$ cat config.mk
export PLATFORM = sky130hd
export DESIGN_NAME = memory_port_arbiter
export DESIGN_NICKNAME = d
export VERILOG_FILES = /design/src/rtl/memory_port_arbiter.sv
export SDC_FILE = /design/constraint.sdc
export NUM_CORES = 1
export LEC_CHECK = 0
export CAP_MARGIN = 20
export CORE_AREA = 2 2 122 124
export CTS_BUF_LIST = sky130_fd_sc_hd__clkbuf_2 sky130_fd_sc_hd__clkbuf_4 sky130_fd_sc_hd__clkbuf_8
export CTS_CLUSTER_SIZE = 12
export DETAILED_ROUTE_END_ITERATION = 12
export DIE_AREA = 0 0 124 126
export PLACE_DENSITY = 0.71
export SLEW_MARGIN = 20
export SYNTH_ARGS = -nofsm -noshare
export SYNTH_HDL_FRONTEND = slang
export SYNTH_SLANG_ARGS = --single-unit
$ cat constraint.sdc
create_clock -name clock -period 9.8 [get_ports clock]
set_input_delay 0.98 -clock clock [delete_from_list [all_inputs] [get_ports clock]]
set_output_delay 0.98 -clock clock [all_outputs]
set_load 0.02 [all_outputs]
$ cat src/rtl/memory_port_arbiter.sv
// Two-requester (inst/data) arbiter in front of one synchronous RAM port.
// Round-robin on ties, latency-1 responses with a one-entry skid buffer per requester.
module memory_port_arbiter #(
    parameter int ADDR_WIDTH = 32,
    parameter int DATA_WIDTH = 32
) (
    input  logic                    clock,
    input  logic                    reset,

    input  logic                    inst_req_valid,
    output logic                    inst_req_ready,
    input  logic [DATA_WIDTH/8-1:0] inst_req_write_strobe,
    input  logic [ADDR_WIDTH-1:0]   inst_req_address,
    input  logic [DATA_WIDTH-1:0]   inst_req_write_data,
    output logic                    inst_resp_valid,
    input  logic                    inst_resp_ready,
    output logic [DATA_WIDTH-1:0]   inst_resp_data,

    input  logic                    data_req_valid,
    output logic                    data_req_ready,
    input  logic [DATA_WIDTH/8-1:0] data_req_write_strobe,
    input  logic [ADDR_WIDTH-1:0]   data_req_address,
    input  logic [DATA_WIDTH-1:0]   data_req_write_data,
    output logic                    data_resp_valid,
    input  logic                    data_resp_ready,
    output logic [DATA_WIDTH-1:0]   data_resp_data,

    output logic                    ram_enabled,
    output logic [DATA_WIDTH/8-1:0] ram_write_strobe,
    output logic [ADDR_WIDTH-1:0]   ram_address,
    output logic [DATA_WIDTH-1:0]   ram_write_data,
    input  logic [DATA_WIDTH-1:0]   ram_read_data
);

    // last_grant: 1 = data granted most recently, 0 = inst
    logic                  last_grant_q, last_grant_d;
    logic                  infl_valid_q, infl_valid_d;
    logic                  infl_data_q,  infl_data_d;
    logic                  infl_write_q, infl_write_d;
    logic                  ibuf_valid_q, ibuf_valid_d;
    logic [DATA_WIDTH-1:0] ibuf_data_q,  ibuf_data_d;
    logic                  dbuf_valid_q, dbuf_valid_d;
    logic [DATA_WIDTH-1:0] dbuf_data_q,  dbuf_data_d;

    logic                  i_infl, d_infl;
    logic                  i_elig, d_elig;
    logic                  gnt_i,  gnt_d;
    logic [DATA_WIDTH-1:0] bypass_data;

    // Response paths: buffered data has priority over the RAM bypass
    always_comb begin
        i_infl          = infl_valid_q & ~infl_data_q;
        d_infl          = infl_valid_q &  infl_data_q;
        bypass_data     = infl_write_q ? '0 : ram_read_data;
        inst_resp_valid = ~reset & (ibuf_valid_q | i_infl);
        data_resp_valid = ~reset & (dbuf_valid_q | d_infl);
        inst_resp_data  = ibuf_valid_q ? ibuf_data_q
                        : (i_infl ? bypass_data : '0);
        data_resp_data  = dbuf_valid_q ? dbuf_data_q
                        : (d_infl ? bypass_data : '0);
    end

    // Eligibility and round-robin grant; RAM port follows the winner
    always_comb begin
        i_elig = inst_req_valid & (~inst_resp_valid | inst_resp_ready);
        d_elig = data_req_valid & (~data_resp_valid | data_resp_ready);
        gnt_i  = ~reset & i_elig & (~d_elig | last_grant_q);
        gnt_d  = ~reset & d_elig & (~i_elig | ~last_grant_q);
        inst_req_ready   = gnt_i;
        data_req_ready   = gnt_d;
        ram_enabled      = gnt_i | gnt_d;
        ram_write_strobe = '0;
        ram_address      = '0;
        ram_write_data   = '0;
        if (gnt_i) begin
            ram_write_strobe = inst_req_write_strobe;
            ram_address      = inst_req_address;
            ram_write_data   = inst_req_write_data;
        end else if (gnt_d) begin
            ram_write_strobe = data_req_write_strobe;
            ram_address      = data_req_address;
            ram_write_data   = data_req_write_data;
        end
    end

    // Next state: grant history, in-flight tag, skid buffers
    always_comb begin
        last_grant_d = gnt_d ? 1'b1 : (gnt_i ? 1'b0 : last_grant_q);
        infl_valid_d = gnt_i | gnt_d;
        infl_data_d  = gnt_d;
        infl_write_d = gnt_d ? |data_req_write_strobe
                             : (gnt_i & |inst_req_write_strobe);
        ibuf_valid_d = ibuf_valid_q ? ~inst_resp_ready
                                    : (i_infl & ~inst_resp_ready);
        ibuf_data_d  = (~ibuf_valid_q & i_infl) ? bypass_data : ibuf_data_q;
        dbuf_valid_d = dbuf_valid_q ? ~data_resp_ready
                                    : (d_infl & ~data_resp_ready);
        dbuf_data_d  = (~dbuf_valid_q & d_infl) ? bypass_data : dbuf_data_q;
    end

    // State registers; reset drops any in-flight access
    always_ff @(posedge clock or posedge reset) begin
        if (reset) begin
            last_grant_q <= 1'b0;
            infl_valid_q <= 1'b0;
            infl_data_q  <= 1'b0;
            infl_write_q <= 1'b0;
            ibuf_valid_q <= 1'b0;
            ibuf_data_q  <= '0;
            dbuf_valid_q <= 1'b0;
            dbuf_data_q  <= '0;
        end else begin
            last_grant_q <= last_grant_d;
            infl_valid_q <= infl_valid_d;
            infl_data_q  <= infl_data_d;
            infl_write_q <= infl_write_d;
            ibuf_valid_q <= ibuf_valid_d;
            ibuf_data_q  <= ibuf_data_d;
            dbuf_valid_q <= dbuf_valid_d;
            dbuf_data_q  <= dbuf_data_d;
        end
    end

endmodule

==> flow_summary.rst <==
.. list-table::
   :header-rows: 1

   * - Metric
     - Value
   * - Area of the placeable core
     - 14,300 µm²
   * - Root buffer selected by CTS
     - sky130_fd_sc_hd__clkbuf_8
   * - Horizontal extent of the die
     - 124 µm
   * - Final Routed Wirelength
     - around 19 mm
   * - First-pass GRT wire length
     - around 27 mm
   * - Overflow left after global routing
     - 0
   * - Hold Fails Final Rpt
     - 0
   * - Fin. max-slew vios
     - 0
   * - Capturing element type of the critical path
     - output pin
   * - Cells resized by post-CTS repair
     - 0
   * - Static leakage power
     - 0.00372 µW
   * - Tcrit/Tclk final
     - 0.574
   * - Register-to-register path setup slack
     - 7.12 ns
   * - Total standard cell area after synthesis
     - between 4000 and 5000 µm²
   * - Cell total after placement
     - 918
   * - Depth of the worst register-to-register path
     - 5
   * - Post-detailed-route wirelength per cell
     - 19.8 µm
   * - Clock sink count
     - 70
   * - Die footprint
     - 15,600 µm²
   * - Layout cell share with drive strength beyond 1
     - 0.117
   * - Cell types with the largest area share after synthesis
     - sky130_fd_sc_hd__dfrtp_1, sky130_fd_sc_hd__a22o_2, sky130_fd_sc_hd__a21o_1, sky130_fd_sc_hd__nand2_1, sky130_fd_sc_hd__nand3b_1
   * - DRC Markers
     - 0
   * - Crit Reg-Reg Startpoint
     - ibuf_valid_q$_DFF_PP0_
   * - Initial Util
     - 0.303
   * - Count of boundary I/O pins
     - roughly 310
   * - Layout Cells excl Fill
     - 936
   * - Total power after layout
     - 1220 µW
   * - Reg-to-reg endpoint
     - infl_valid_q$_DFF_PP0_
   * - Outcome
     - finished, final reports clean
   * - Cell with the most instances after synthesis
     - sky130_fd_sc_hd__nand2_1
   * - Capture point of the critical path
     - ram_write_data[5]
   * - Worst setup startpoint
     - reset
   * - Ys Warns
     - 0
   * - Worst Max-Slew Pin Slew
     - 0.896 ns
   * - Worst Hold Class
     - flip-flop to flip-flop
   * - Buffers on Ports
     - between 300 and 400
   * - Final critical-path required period
     - 5.62 ns
   * - Highest fanout seen on the critical path
     - 71
   * - First DRT Iteration DRCs
     - 257
   * - RSZ-0062 raised after global routing
     - no
   * - Number of flops mapped to enable cells by yosys
     - 0
   * - Critical path data required time
     - 8.82 ns
   * - Number of max-cap violations
     - 0
   * - Fraction of registers with async set/reset
     - 1.00
   * - Most frequent cells after synthesis
     - sky130_fd_sc_hd__nand2_1, sky130_fd_sc_hd__dfrtp_1, sky130_fd_sc_hd__a21o_1
   * - Worst slew slack as a fraction of its limit
     - 0.402
   * - # rows
     - 44
   * - Area grow syn2layout
     - 76.7%
   * - Commonest register cell after synthesis
     - sky130_fd_sc_hd__dfrtp_1
   * - Final weighted congestion of routability-driven global placement
     - 1.06
   * - Vias in the first global route
     - 4,769
   * - Maximum clock path buffer count
     - 2
   * - Critical path type
     - primary input to output pin
   * - Top cell type's share of synthesized area
     - 0.404
   * - Number of library cell types mapped by synthesis
     - 29
   * - Post-route setup TNS
     - 0 ns
   * - Setup-violating endpoint count in the final report
     - 0
   * - Clock tree from TritonCTS
     - done
   * - Y dimension of the die
     - ~130 µm
   * - Post-CTS clock slew at the launch and capture registers of the worst setup and hold paths
     - 0.07 ns
   * - Clock buffer count from CTS
     - 9
   * - Initial antenna violation count
     - 5
   * - Number of synthesized register bits
     - 70
   * - Insertion delay of the later-clocked pin in the worst-skew pair
     - 0.34 ns
   * - # hold bufs at CTS
     - 0
   * - Detailed Routing Iterations Pass 1
     - 4
   * - Total vias in the final route
     - 4,724
   * - Mean instance size in the synthesized netlist
     - between 9 and 10 µm²
   * - Fmax achieved
     - 178 MHz
   * - Mapped Cells
     - between 400 and 500
   * - Overall routing resource usage
     - 0.232
   * - Maximum number of pins on one net before global-route repair
     - 72
   * - Part of the Yosys area used for sequential elements
     - 0.404
   * - Count of nets left with antenna violations after detail routing
     - 0
   * - Total Nets Final
     - 919
   * - Maximum VDD drop
     - 0.0760 mV
   * - Via-to-Cell Ratio
     - 5.05
   * - H-tree depth reported by CTS
     - 3
   * - Final Skew
     - 0.0119 ns
   * - Pwr per Cell Area
     - 160 nW/µm²
   * - Data arrival time of the worst path
     - 4.64 ns
   * - Buffer count from post-CTS setup fixing
     - 0
   * - Type of element launching the critical path
     - primary input
   * - Most area-hungry cell type in the Yosys netlist
     - sky130_fd_sc_hd__dfrtp_1
   * - Hpwl dp
     - roughly 15 mm
   * - Total nets after synthesis
     - 634
cells by family (layout without fill, tap and decap cells):
group | Yosys count | after routing | share of synthesized area
and+or+nand+nor | 202 | 202 | 0.237
other | 0 | 2 | 0
DFF | 70 | 70 | 0.404
buffers and inverters | 47 | 337 | 0.0724
AOI/OAI and AO/OA | 141 | 141 | 0.286
sequential cells by signal, indices dropped and copies added (netlist names):
| signal | count |
|---|---|
| dbuf_data_q | 32 |
| dbuf_valid_q | 1 |
| ibuf_data_q | 32 |
| ibuf_valid_q | 1 |
| infl_data_q | 1 |
| infl_valid_q | 1 |
| infl_write_q | 1 |
| last_grant_q | 1 |
cell type report:
type                       count  area, µm²
antenna                        2       5.00
clock buffer                  10        138
clock inverter                 6       92.6
fill                        1351       6650
inverter                       4       15.0
multi-input combinational    343       2270
sequential                    70       1750
tap                          184        230
timing repair buffer         317       3160
power by group:
part	switching, µW	leakage, µW	internal (µW)
Combinational	237	0.00273	263
Sequential	64.7	0.000885	392
Clock	115	0.000110	152
metrics by stage:
stage               instance area (µm²)  hold WS, ns  utilization  worst slack (ns)
CTS                                7660        0.482        0.535              4.09
global placement                   7430        0.457        0.519              4.18
detailed placement                 7430        0.464        0.519              4.08
global route                       7660        0.495        0.535              3.79
floorplan                          4340        0.447            -              5.13
finish                             7660        0.478        0.535              4.18
worst max-delay path: stages:
cell	delay (ns)
sky130_fd_sc_hd__clkdlybuf4s50_1	0.49
sky130_fd_sc_hd__inv_2	0.07
sky130_fd_sc_hd__buf_4	0.67
sky130_fd_sc_hd__o211ai_1	0.29
sky130_fd_sc_hd__a31oi_4	0.66
sky130_fd_sc_hd__buf_4	0.54
sky130_fd_sc_hd__a22o_2	0.23
sky130_fd_sc_hd__clkdlybuf4s50_1	0.64
routing by layer:
layer | part of all wire | track usage
met1 | 0.40 | 0.285
met2 | 0.49 | 0.389
met3 | 0.084 | 0.0593
met4 | 0.026 | 0.0839
met5 | 0.0015 | 0
worst min-delay path by stage:
| stage | start | endpoint | cells after the start |
|---|---|---|---|
| 2_1_floorplan | ibuf_data_q[10]$_DFFE_PP0P_ | ibuf_data_q[10]$_DFFE_PP0P_ | 2 |
| 5_1_grt | dbuf_data_q[29]$_DFFE_PP0P_ | dbuf_data_q[29]$_DFFE_PP0P_ | 1 |
| 3_5_place_dp | ibuf_data_q[0]$_DFFE_PP0P_ | ibuf_data_q[0]$_DFFE_PP0P_ | 2 |
| 3_3_place_gp | ibuf_data_q[25]$_DFFE_PP0P_ | ibuf_data_q[25]$_DFFE_PP0P_ | 2 |
| 6_report | ibuf_data_q[8]$_DFFE_PP0P_ | ibuf_data_q[8]$_DFFE_PP0P_ | 2 |
| 4_1_cts | ibuf_data_q[25]$_DFFE_PP0P_ | ibuf_data_q[25]$_DFFE_PP0P_ | 2 |
layout by cell type (no fill, tap or decap), drive strengths merged, types with 2 or more instances in the layout:
master         netlist  routed
a21o                65      65
a21oi                2       2
buf                 25       7
clkdlybuf4s50        0     310
dfrtp               70      70
or4                  2       2
nand2              128     128
clkinvlp             0       2
nor3b               32      32
bufinv               0       2
nand2b               2       2
nor2                 3       3
clkbuf              18      10
a22o                69      69
inv                  4       6
nand3b              33      33
diode                0       2
Note: power is estimated with default switching activity, not from simulation.
